==> config.mk <==
export PLATFORM = sky130hd
export DESIGN_NAME = crack_result_arbiter
export DESIGN_NICKNAME = d
export VERILOG_FILES = /design/src/rtl/crack_pkg.sv /design/src/rtl/key_hex_decoder.sv /design/src/rtl/crack_result_arbiter.sv
export SDC_FILE = /design/constraint.sdc
export NUM_CORES = 1
export LEC_CHECK = 0
export BUFFER_PORTS_ARGS = -buffer_cell sky130_fd_sc_hd__buf_4
export CAP_MARGIN = 5
export CORE_UTILIZATION = 54
export CTS_CLUSTER_SIZE = 40
export DETAILED_ROUTE_END_ITERATION = 8
export GPL_TIMING_DRIVEN = 0
export PLACE_DENSITY = 0.85
export SYNTH_ARGS = -nofsm -noshare
export SYNTH_HDL_FRONTEND = slang
export SYNTH_SLANG_ARGS = --single-unit
==> constraint.sdc <==
create_clock -name clk -period 4.2 [get_ports clk]
set_clock_uncertainty 0.15 [all_clocks]
set_input_delay 0.21 -clock clk [delete_from_list [all_inputs] [get_ports clk]]
set_output_delay 0.21 -clock clk [all_outputs]
set_load 0.02 [all_outputs]
==> src/rtl/crack_pkg.sv <==
`default_nettype none
// ============================================================================
// Module      : crack_pkg
// Description : Shared types and constants for the RC4 crack result arbiter.
// Revision    : 1.0 - initial release
// ============================================================================
package crack_pkg;

  localparam int KEY_W_DEFAULT = 24;

  typedef enum logic [1:0] {
    SEARCH    = 2'd0,
    FOUND     = 2'd1,
    EXHAUSTED = 2'd2
  } arb_state_t;

  // Active-low seven-segment patterns, bit 6 = segment g
  localparam logic [6:0] SEG_BLANK = 7'h7F;
  localparam logic [6:0] SEG_DASH  = 7'h3F;

endpackage
`default_nettype wire

==> src/rtl/key_hex_decoder.sv <==
`default_nettype none
// ============================================================================
// Module      : key_hex_decoder
// Description : Combinational nibble to active-low seven-segment decoder
//               (bit order gfedcba, bit 6 = g).
// Revision    : 1.0 - initial release
// ============================================================================
module key_hex_decoder (
  input  logic [3:0] nibble,
  output logic [6:0] seg
);

  // Map each hex digit to its lit segments
  always_comb begin
    seg = 7'h7F;
    case (nibble)
      4'h0: seg = 7'h40;
      4'h1: seg = 7'h79;
      4'h2: seg = 7'h24;
      4'h3: seg = 7'h30;
      4'h4: seg = 7'h19;
      4'h5: seg = 7'h12;
      4'h6: seg = 7'h02;
      4'h7: seg = 7'h78;
      4'h8: seg = 7'h00;
      4'h9: seg = 7'h10;
      4'hA: seg = 7'h08;
      4'hB: seg = 7'h03;
      4'hC: seg = 7'h46;
      4'hD: seg = 7'h21;
      4'hE: seg = 7'h06;
      4'hF: seg = 7'h0E;
      default: seg = 7'h7F;
    endcase
  end

endmodule
`default_nettype wire

==> src/rtl/crack_result_arbiter.sv <==
`default_nettype none
// ============================================================================
// Module      : crack_result_arbiter
// Description : Watches the parallel RC4 cores, latches the first winning
//               key (lowest index on ties), broadcasts stop, measures search
//               time and drives the board display.
//               Optional macro ARB_HEX_DISPLAY_EN enables the key display;
//               without it every hex output is permanently blank.
// Revision    : 1.0 - initial release
// ============================================================================
module crack_result_arbiter
  import crack_pkg::*;
#(
  parameter int NUM_CORES = 4,
  parameter int KEY_W     = KEY_W_DEFAULT,
  parameter int CNT_W     = 32
) (
  input  logic                       clk,
  input  logic                       reset_n,
  input  logic [NUM_CORES-1:0]       core_success,
  input  logic [NUM_CORES-1:0]       core_failure,
  input  logic [NUM_CORES*KEY_W-1:0] core_key,
  output logic                       stop,
  output logic                       found,
  output logic                       exhausted,
  output logic [2:0]                 winner_idx,
  output logic [KEY_W-1:0]           found_key,
  output logic [CNT_W-1:0]           elapsed,
  output logic [6:0]                 hex0,
  output logic [6:0]                 hex1,
  output logic [6:0]                 hex2,
  output logic [6:0]                 hex3,
  output logic [6:0]                 hex4,
  output logic [6:0]                 hex5
);

  logic [NUM_CORES-1:0]       succ_q, fail_q;
  logic [NUM_CORES*KEY_W-1:0] key_q;
  logic [NUM_CORES-1:0]       fail_seen_q, fail_seen_d;
  arb_state_t                 state_q, state_d;
  logic                       stop_q, stop_d;
  logic                       found_q, found_d;
  logic                       exhausted_q, exhausted_d;
  logic [2:0]                 winner_q, winner_d;
  logic [KEY_W-1:0]           found_key_q, found_key_d;
  logic [CNT_W-1:0]           elapsed_q, elapsed_d;
  logic [2:0]                 win_idx;
  logic [KEY_W-1:0]           win_key;
  logic [NUM_CORES-1:0]       fail_all;

  // Lowest-index successful core wins; scan downward so the lowest overrides
  always_comb begin
    win_idx = '0;
    win_key = '0;
    for (int i = NUM_CORES - 1; i >= 0; i--) begin
      if (succ_q[i]) begin
        win_idx = 3'(i);
        win_key = key_q[i*KEY_W +: KEY_W];
      end
    end
  end

  assign fail_all = fail_seen_q | fail_q;

  // Next-state logic: success beats a coincident final failure
  always_comb begin
    state_d     = state_q;
    fail_seen_d = fail_seen_q;
    winner_d    = winner_q;
    found_key_d = found_key_q;
    elapsed_d   = elapsed_q;
    if (state_q == SEARCH) begin
      fail_seen_d = fail_all;
      if (elapsed_q != {CNT_W{1'b1}}) begin
        elapsed_d = elapsed_q + {{(CNT_W-1){1'b0}}, 1'b1};
      end
      if (|succ_q) begin
        state_d     = FOUND;
        winner_d    = win_idx;
        found_key_d = win_key;
      end else if (&fail_all) begin
        state_d = EXHAUSTED;
      end
    end
    stop_d      = (state_d != SEARCH);
    found_d     = (state_d == FOUND);
    exhausted_d = (state_d == EXHAUSTED);
  end

  // Input capture, FSM and registered status outputs
  always_ff @(posedge clk or negedge reset_n) begin
    if (!reset_n) begin
      succ_q      <= '0;
      fail_q      <= '0;
      key_q       <= '0;
      fail_seen_q <= '0;
      state_q     <= SEARCH;
      stop_q      <= 1'b0;
      found_q     <= 1'b0;
      exhausted_q <= 1'b0;
      winner_q    <= '0;
      found_key_q <= '0;
      elapsed_q   <= '0;
    end else begin
      succ_q      <= core_success;
      fail_q      <= core_failure;
      key_q       <= core_key;
      fail_seen_q <= fail_seen_d;
      state_q     <= state_d;
      stop_q      <= stop_d;
      found_q     <= found_d;
      exhausted_q <= exhausted_d;
      winner_q    <= winner_d;
      found_key_q <= found_key_d;
      elapsed_q   <= elapsed_d;
    end
  end

  assign stop       = stop_q;
  assign found      = found_q;
  assign exhausted  = exhausted_q;
  assign winner_idx = winner_q;
  assign found_key  = found_key_q;
  assign elapsed    = elapsed_q;

`ifdef ARB_HEX_DISPLAY_EN
  logic [23:0]     disp_key;
  logic [5:0][6:0] digit_seg;
  logic [5:0][6:0] hex_d, hex_q;

  // Display always shows six nibbles; narrow keys are zero-padded
  if (KEY_W >= 24) begin : g_key_trunc
    assign disp_key = found_key_d[23:0];
  end else begin : g_key_pad
    assign disp_key = {{(24-KEY_W){1'b0}}, found_key_d};
  end

  for (genvar d = 0; d < 6; d++) begin : g_digit
    key_hex_decoder u_dec (
      .nibble (disp_key[d*4 +: 4]),
      .seg    (digit_seg[d])
    );
  end

  // Choose digit, dash or blank from the upcoming state so hex tracks found
  always_comb begin
    for (int d = 0; d < 6; d++) begin
      case (state_d)
        FOUND:     hex_d[d] = digit_seg[d];
        EXHAUSTED: hex_d[d] = SEG_DASH;
        default:   hex_d[d] = SEG_BLANK;
      endcase
    end
  end

  // Registered display outputs, blank out of reset
  always_ff @(posedge clk or negedge reset_n) begin
    if (!reset_n) begin
      hex_q <= {6{SEG_BLANK}};
    end else begin
      hex_q <= hex_d;
    end
  end

  assign hex0 = hex_q[0];
  assign hex1 = hex_q[1];
  assign hex2 = hex_q[2];
  assign hex3 = hex_q[3];
  assign hex4 = hex_q[4];
  assign hex5 = hex_q[5];
`else
  assign hex0 = SEG_BLANK;
  assign hex1 = SEG_BLANK;
  assign hex2 = SEG_BLANK;
  assign hex3 = SEG_BLANK;
  assign hex4 = SEG_BLANK;
  assign hex5 = SEG_BLANK;
`endif

endmodule
`default_nettype wire

After elaboration in Yosys (flattened, before gate mapping)
Cells that the tools add are included.
Widths: inputs -> output; s select.
{"block": "classes", "div_mod_pow": 0, "addsub": 1, "n_eq_ne": 3, "order_cmp": 0, "shifts": 0, "mul": 0, "n_bitwise": 1, "n_mux": 11, "n_reduce_logical": 6}
{"cell": "$mux 24", "n": 4}
{"cell": "$add 32x1->32 const B", "n": 1}
{"cell": "$ne 32x32->1 const B", "n": 1}
{"cell": "$mux 2", "n": 5}
{"cell": "$mux 3", "n": 2}
{"cell": "$or 4x4->4", "n": 1}
{"cell": "$reduce_and 2->1", "n": 2}
{"cell": "$reduce_and 4->1", "n": 1}
{"cell": "$reduce_or 4->1", "n": 1}
{"cell": "$eq 2x1->1 const B", "n": 1}
{"cell": "$eq 2x2->1 const B", "n": 1}
{"cell": "$logic_not 2->1", "n": 1}
{"cell": "$reduce_bool 2->1", "n": 1}
{"block": "word_totals", "latchBits": 0, "mem_bits_ro": 0, "reg_bits": 172, "wordCells": 33, "memories": 0, "ramBits": 0, "in_bits": 106}

Depth between registers and ports, before layout
Gate-level depths: netlist of run 1.
{"block": "depth", "word_depth": 6, "depth_mapped": 7}

Worst setup path before layout of run 1
No wires, ideal clock.
{"block": "synth_path", "path_type": "register to register", "start": "register elapsed_q[14] (netlist: elapsed[14])", "end": "register elapsed_q[31] (netlist: elapsed[31])", "synth_period_minus_slack_ns": 2.242, "stages_incl_launch_ff": 7, "required_ns": 3.918, "path_slack_ns": 1.958, "arrival_ns": 1.960, "path_buffers": 1, "path_cell_list": "dfrtp_1 -> nand3_2 -> or4_4 -> o31ai_4 -> buf_6 -> nor3_1 -> xor2_1"}
{"block": "synth_via", "elab_chain_cells": 2}
{"item": "start, declared", "line": "crack_result_arbiter.sv:46", "source": "logic [CNT_W-1:0] elapsed_q, elapsed_d;"}
{"item": "start signal, assigned", "line": "crack_result_arbiter.sv:115", "source": "elapsed_q <= elapsed_d;"}
{"item": "parallel branches: the longest is 2 deep, another holds $add 32x1->32"}
Parallel ways; which one is timed is not known.
A chain may end at the register's enable or synchronous reset.

Final worst setup path of run 1
{"block": "layout_path", "start": "register succ_q[0]", "end": "register found_key_q[12] (netlist: found_key[12])"}
{"block": "layout_via", "elab_chain_cells": 2}
{"item": "start, declared", "line": "crack_result_arbiter.sv:37", "source": "logic [NUM_CORES-1:0] succ_q, fail_q;"}
{"item": "start signal, assigned", "line": "crack_result_arbiter.sv:105", "source": "succ_q <= core_success;"}
{"item": "$reduce_or 4->1", "line": "crack_result_arbiter.sv:77", "source": "if (|succ_q) begin"}
{"item": "$reduce_and 2->1 (no source line)"}
{"item": "end signal, assigned", "line": "crack_result_arbiter.sv:114", "source": "found_key_q <= found_key_d;"}
{"item": "end, declared", "line": "crack_result_arbiter.sv:45", "source": "logic [KEY_W-1:0] found_key_q, found_key_d;"}
Several ways; a longest one is shown, not always the timed one.

==> results.sh, run 1 <==
export IMPL_clk_pin_slew_worst_setup_hold_paths_ns=0.07
export IMPL_yosys_warnings=0
export IMPL_outcome="completed"
export IMPL_syn_inst=476
export IMPL_route_top_layer_used="met4"
export IMPL_final_nets=915
export IMPL_route_detailed_vias_per_inst=5.52
export IMPL_finalHoldViolations=0
export IMPL_die_w_um=109
export IMPL_initial_utilization=0.565
export IMPL_maxCapViolCount=0
export IMPL_drt_met1_wl_um=6790
export IMPL_tritoncts_clock_tree="done"
export IMPL_final_antenna_net_count=0
export IMPL_muxShareOfSynthArea=0
export IMPL_synth_seq_area_share=0.687
export IMPL_cellPowerDensity_nw_per_um2=433
export IMPL_async_reset_ff_frac=1.00
export IMPL_top_library_cells_by_usage_in_the_layout_fill_and_taps_aside="sky130_fd_sc_hd__buf_4, sky130_fd_sc_hd__dfrtp_1, sky130_fd_sc_hd__dlygate4sd3_1"
export IMPL_wl_um=19400
export IMPL_arrival_ns=2.63
export IMPL_max_freq_ghz=0.408
export IMPL_worst_skew_pair_late_latency_ns=0.44
export IMPL_reg2reg_from="succ_q[0]"
export IMPL_slew_headroom=0.578
export IMPL_final_period_utilization=0.584
export IMPL_crit_buf_inv=2
export IMPL_worst_setup_end_kind="flop"
export IMPL_grt_setup_unrepaired="no"
export IMPL_cp_start_kind="flop"
export IMPL_dp_final_hpwl_um=10300
export IMPL_path_class="flop to flop"
export IMPL_avgSynthCellArea_um2=13.1
export IMPL_hp_class="input port to asynchronous set/reset pin"
export IMPL_worst_r2r_cell_count=6
export IMPL_synth_top_family_by_area="compound AO/OA/AOI/OAI gates"
export IMPL_path_cells="or2_2, clkbuf_1, o21ai_1, clkbuf_1, nand2_1, o31ai_1"
export IMPL_numCtsBuffers=17
export IMPL_root_buffer="sky130_fd_sc_hd__clkbuf_16"
export IMPL_power_leakage_nw=4.53
export IMPL_cp_common_cell="sky130_fd_sc_hd__clkbuf_1"
export IMPL_timing_reg2reg_setup_slack_ns=1.75
export IMPL_met2_length_um=10200
export IMPL_ys_seq_elements=171
export IMPL_via_count=5315
export IMPL_cp_top_family="buffers and inverters"
export IMPL_synth_edff_count=0
export IMPL_syn2layout_area_growth_pct=51.9
export IMPL_fp_dieArea_um2=12000
export IMPL_area_of_the_core_region_um2=11000
export IMPL_timing_rr_end="found_key[12]"
export IMPL_totalNegativeSetupSlack_ns=0
export IMPL_drt_iter0_markers=322
export IMPL_timing_final_setup_violations=0
export IMPL_cp_max_stage_delay_ns=0.51
export IMPL_drt_pass1_iter_count=5
export IMPL_vdd_ir_drop_max_mv=0.343
export IMPL_final_fill_count=514
export IMPL_io_pins=210
export IMPL_first_global_vias=5509
export IMPL_mostFrequentLayoutCell="sky130_fd_sc_hd__buf_4"
export IMPL_groute_usage_overall=0.340
export IMPL_gpl_final_weighted_congestion=0.917
export IMPL_synth_flop_cell="sky130_fd_sc_hd__dfrtp_1"
export IMPL_yosys_area_share_adder=0.00201
export IMPL_std_cell_rows=38
export IMPL_buffer_ports_inserted=166
export IMPL_avgRoutedWirePerCell_um=20.2
export IMPL_worstMarginPinSlew_ns=0.632
export IMPL_final_period_minus_worst_setup_slack_ns=2.45
export IMPL_design_power_w=0.00410
export IMPL_clock_sink_count=171
export IMPL_crit_slowest_cell="sky130_fd_sc_hd__clkbuf_1"
export IMPL_grt_start_max_net_pins=107
export IMPL_mappedNetlistArea_um2=6230
export IMPL_worst_endpoint_required_ns=4.37
export IMPL_routed_wl_met3_um=1580
export IMPL_max_clock_path_buffers=2
export IMPL_cts_setup_buffers=0
export IMPL_ctsHtreeMaxLevel=4
export IMPL_drc_errors=0
export IMPL_critical_path_max_fanout=10
export IMPL_synthDistinctLibCells=38
export IMPL_grt_pass1_wl_um=28800
export IMPL_die_height_um=109
export IMPL_layout_drive_gt1_share=0.307
export IMPL_synth_simple_area_share=0.0896
export IMPL_drv_slew=0
export IMPL_antenna_found_initial=2
export IMPL_grt_overflow_total=0
export IMPL_cell_area_after_placement_um2=7840
export IMPL_synth_compound_area_share=0.108
export IMPL_synth_xor_area_frac=0.0436
export IMPL_post_route_cell_area_um2=9460
## cell families (layout without fill, tap and decap cells)
logic type | count (synthesis) | in the layout
flops | 171 | 171
simple gates | 114 | 114
compound gates | 89 | 89
buf+inv | 68 | 371
xor+xnor | 31 | 31
other cells | 2 | 45
fa+ha+maj | 1 | 1
## final cells by class
type	instances	area, um^2	share of cell area
multi-input combinational	278	1680	0.178
inverter	5	18.8	0.00198
tap	140	175	0.0185
clock buffer	20	447	0.0472
timing repair buffer	272	2330	0.246
clock inverter	11	121	0.0128
sequential	171	4280	0.452
buffer	63	405	0.0429
antenna	2	5.00	0.000529
## metal layers
metal	track usage	vias to the layer above
met5	0	-
met4	0.192	0
met3	0.0907	70
met2	0.588	348
met1	0.380	2626
li1	-	2271
## per-stage QoR
stage / setup WS (ns) / instances / utilization / hold slack [ns]
2_1_floorplan: 1.96 / 517 / - / -0.236
4_1_cts: 1.79 / 960 / 0.857 / 0.192
5_1_grt: 1.65 / 962 / 0.858 / 0.228
3_3_place_gp: 1.87 / 823 / 0.707 / 0.169
3_5_place_dp: 1.82 / 824 / 0.710 / 0.0779
6_report: 1.75 / 962 / 0.858 / 0.164
## cell usage after synthesis, types with 2 or more instances
cell type	count	area (um^2)
sky130_fd_sc_hd__a21o_1	4	30.0
sky130_fd_sc_hd__a21oi_1	4	20.0
sky130_fd_sc_hd__a221oi_1	24	210
sky130_fd_sc_hd__and3_1	3	18.8
sky130_fd_sc_hd__and4_1	2	17.5
sky130_fd_sc_hd__buf_4	43	323
sky130_fd_sc_hd__clkbuf_1	19	71.3
sky130_fd_sc_hd__conb_1	2	7.51
sky130_fd_sc_hd__dfrtp_1	171	4280
sky130_fd_sc_hd__inv_1	4	15.0
sky130_fd_sc_hd__nand2_1	48	180
sky130_fd_sc_hd__nand3_1	12	60.1
sky130_fd_sc_hd__nand4_1	7	43.8
sky130_fd_sc_hd__nor2_1	14	52.6
sky130_fd_sc_hd__nor3_1	11	55.1
sky130_fd_sc_hd__nor3_2	2	20.0
sky130_fd_sc_hd__nor4_1	7	43.8
sky130_fd_sc_hd__o221a_2	2	22.5
sky130_fd_sc_hd__o22ai_1	24	150
sky130_fd_sc_hd__o31ai_1	24	180
sky130_fd_sc_hd__or2_2	2	12.5
sky130_fd_sc_hd__or4_4	2	22.5
sky130_fd_sc_hd__xnor2_1	10	87.6
sky130_fd_sc_hd__xor2_1	21	184
## worst max path at each step
stage / cells past startpoint / startpoint / slack [ns] / end
detailed placement: 6 / elapsed[14] / 1.82 / elapsed[31]
global route: 6 / succ_q[0] / 1.65 / found_key[12]
finish: 6 / succ_q[0] / 1.75 / found_key[12]
floorplan: 6 / elapsed[14] / 1.96 / elapsed[31]
CTS: 6 / elapsed[14] / 1.79 / elapsed[29]
global placement: 6 / elapsed[14] / 1.87 / elapsed[31]
## power by group
part           total (W)  leakage, nW  internal, W  switching [W]
combinational   0.000668         2.18     0.000315       0.000353
clock            0.00155        0.276     0.000887       0.000659
sequential       0.00188         2.07      0.00178       0.000104
## worst register-to-register path: stages, from the launching register on
cell	delay, ns
sky130_fd_sc_hd__dfrtp_1	0.40
sky130_fd_sc_hd__or2_2	0.30
sky130_fd_sc_hd__clkbuf_1	0.24
sky130_fd_sc_hd__o21ai_1	0.40
sky130_fd_sc_hd__clkbuf_1	0.51
sky130_fd_sc_hd__nand2_1	0.21
sky130_fd_sc_hd__o31ai_1	0.13
## what timing repair did
item	in CTS	in global routing
hold buffers	105	0
gates resized for setup	0	0
endpoints found under the setup margin	0	0
hold endpoints to repair	169	0
## sequential cells by signal, summed over array words and instances, names as in the netlist
register and flops:
key_q 96, elapsed 32, found_key 24, fail_q 4, fail_seen_q 4, succ_q 4, state_q 2, winner_idx 2
exhausted 1, found 1, stop 1
Note: power is estimated with default switching activity, not from simulation.
==> run 2: changes to the inputs <==
--- a/config.mk
+++ b/config.mk
@@ -7,11 +7,11 @@
 export LEC_CHECK = 0
 export BUFFER_PORTS_ARGS = -buffer_cell sky130_fd_sc_hd__buf_4
 export CAP_MARGIN = 5
-export CORE_UTILIZATION = 54
+export CORE_UTILIZATION = 50
 export CTS_CLUSTER_SIZE = 40
 export DETAILED_ROUTE_END_ITERATION = 8
 export GPL_TIMING_DRIVEN = 0
-export PLACE_DENSITY = 0.85
+export PLACE_DENSITY = 0.79
 export SYNTH_ARGS = -nofsm -noshare
 export SYNTH_HDL_FRONTEND = slang
 export SYNTH_SLANG_ARGS = --single-unit
==> constraint.sdc (replaced) <==
create_clock -name clk -period 2.45 [get_ports clk]
set_clock_uncertainty 0.15 [all_clocks]
set_input_delay 0.1225 -clock clk [delete_from_list [all_inputs] [get_ports clk]]
set_output_delay 0.1225 -clock clk [all_outputs]
set_load 0.02 [all_outputs]
==> results.sh, run 2 (synthesized netlist as in run 1, its figures left out) <==
export IMPL_grt_start_max_net_pins=106
export IMPL_top_library_cells_by_usage_in_the_layout_fill_and_taps_aside="sky130_fd_sc_hd__buf_4, sky130_fd_sc_hd__dfrtp_1, sky130_fd_sc_hd__dlygate4sd3_1"
export IMPL_drt_pass1_iter_count=5
export IMPL_buffer_ports_inserted=166
export IMPL_power_switching_w=0.00183
export IMPL_drc_errors=0
export IMPL_number_of_flip_flops_in_the_largest_register=96
export IMPL_clk_pin_slew_worst_setup_hold_paths_ns=0.06
export IMPL_vdd_ir_drop_max_mv=0.544
export IMPL_final_core_util=0.793
export IMPL_critical_path_max_fanout=10
export IMPL_std_cell_rows=40
export IMPL_gpl_final_weighted_congestion=0.872
export IMPL_outcome="completed"
export IMPL_largest_register="key_q"
export IMPL_clock_sink_count=171
export IMPL_die_w_um=114
export IMPL_netSwitchingFraction=0.259
export IMPL_path_class="flop to flop"
export IMPL_finalHoldViolations=0
export IMPL_slew_headroom=0.580
export IMPL_ctsHtreeMaxLevel=4
export IMPL_arrival_ns=2.48
export IMPL_hp_class="input port to asynchronous set/reset pin"
export IMPL_first_global_vias=5271
export IMPL_root_buffer="sky130_fd_sc_hd__clkbuf_16"
export IMPL_area_of_the_core_region_um2=12100
export IMPL_dp_final_hpwl_um=10200
export IMPL_internal_power_w=0.00524
export IMPL_max_clock_path_buffers=2
export IMPL_antenna_found_initial=2
export IMPL_final_period_utilization=0.950
export IMPL_fp_dieArea_um2=12900
export IMPL_drv_slew=0
export IMPL_mostFrequentLayoutCell="sky130_fd_sc_hd__buf_4"
export IMPL_worst_endpoint_required_ns=2.60
export IMPL_seq_power_share=0.454
export IMPL_io_pins=210
export IMPL_grt_setup_unrepaired="no"
export IMPL_final_antenna_net_count=0
export IMPL_cellPowerDensity_nw_per_um2=740
export IMPL_route_detailed_vias_per_inst=5.16
export IMPL_worstMarginPinSlew_ns=0.630
export IMPL_totalNegativeSetupSlack_ns=0
export IMPL_final_period_minus_worst_setup_slack_ns=2.33
export IMPL_max_freq_ghz=0.430
export IMPL_tritoncts_clock_tree="done"
export IMPL_via_count=5130
export IMPL_grt_pass1_wl_um=27600
export IMPL_grt_overflow_total=0
export IMPL_avgRoutedWirePerCell_um=18.1
export IMPL_power_leakage_nw=4.57
export IMPL_pwr_share_clk=0.387
export IMPL_wl_um=18000
export IMPL_syn2layout_area_growth_pct=53.6
export IMPL_layout_drive_gt1_share=0.319
export IMPL_worst_r2r_cell_count=6
export IMPL_worst_skew_pair_late_latency_ns=0.43
export IMPL_numCtsBuffers=17
export IMPL_maxCapViolCount=0
export IMPL_worst_setup_end_kind="flop"
export IMPL_drt_iter0_markers=254
export IMPL_groute_usage_overall=0.293
export IMPL_timing_final_setup_violations=0
export IMPL_final_nets=919
export IMPL_initial_utilization=0.516
export IMPL_die_height_um=114
export IMPL_cp_start_kind="flop"
export IMPL_pwr_share_comb=0.159
## run 2: changes by cell type in the layout (fill, tap and decap cells not counted), sizes merged
cell      previous run  this run
bufinv               2         3
inv                  6         5
buf                211       215
clkinvlp             2         3
clkinv               6         5
## run 2: through the flow
stage | hold slack (ns) | instance area, um^2 | worst slack, ns | std cells | total power [W]
after floorplan | -0.323 | 6380 | 0.208 | 517 | 0.00370
after global placement | 0.0820 | 7840 | 0.0677 | 851 | 0.00416
after detailed placement | -0.00236 | 7870 | 0.0520 | 852 | 0.00420
after CTS | 0.123 | 9520 | 0.00252 | 988 | 0.00705
after global routing | 0.157 | 9570 | 0.00698 | 994 | 0.00732
final | 0.0920 | 9570 | 0.123 | 994 | 0.00708
## run 2: timing repair
| item | 4_1_cts | 5_1_grt |
|---|---|---|
| hold endpoints to repair | 170 | 0 |
| hold buffers | 105 | 0 |
| resized for setup | 0 | 12 |
| endpoints found under the setup margin | 0 | 40 |
| buffers inserted | 0 | 4 |
## run 2: final timing paths
| check | from | to | slack [ns] |
|---|---|---|---|
| setup / recovery | elapsed[10] | elapsed[6] | 0.12 |
| hold / removal | reset_n | elapsed[23] | 0.09 |
| setup reg to reg | elapsed[10] | elapsed[6] | 0.12 |
| hold reg to reg | state_q[1] | found | 0.31 |
| max in group asynchronous | reset_n | key_q[84] | 1.15 |
| min in group clk | core_key[85] | key_q[85] | 0.19 |
## run 2: layer usage
metal	global-route usage	wire length [um]	vias to the layer above
met3	0.0786	1290	47
met4	0.146	604	0
met5	0	0	-
met2	0.502	9450	267
li1	-	-	2285
met1	0.343	6690	2531
## run 2: cell type report
class                           instances  area (um^2)
Sequential cell                       171         4280
Fill cell                             688         2500
Timing Repair Buffer                  276         2360
Multi-Input combinational cell        278         1680
Clock buffer                           20          457
Buffer                                 63          413
Tap cell                              168          210
Clock inverter                         11          145
Inverter                                5         18.8
Antenna cell                            2         5.00
## run 2: worst max-delay path, stage by stage (launching register included)
cell	delay, ns
sky130_fd_sc_hd__dfrtp_1	0.46
sky130_fd_sc_hd__nand4_1	0.21
sky130_fd_sc_hd__or4_4	0.60
sky130_fd_sc_hd__o31ai_4	0.34
sky130_fd_sc_hd__buf_6	0.21
sky130_fd_sc_hd__nor3_1	0.08
sky130_fd_sc_hd__xor2_1	0.14
## run 2: power by group through the flow
stage	registers [W]	logic (W)	clock network, W
6_report	0.00321	0.00113	0.00274
5_1_grt	0.00323	0.00121	0.00289
4_1_cts	0.00320	0.00110	0.00275
3_5_place_dp	0.00325	0.000953	0
3_3_place_gp	0.00324	0.000924	0
2_1_floorplan	0.00338	0.000321	0
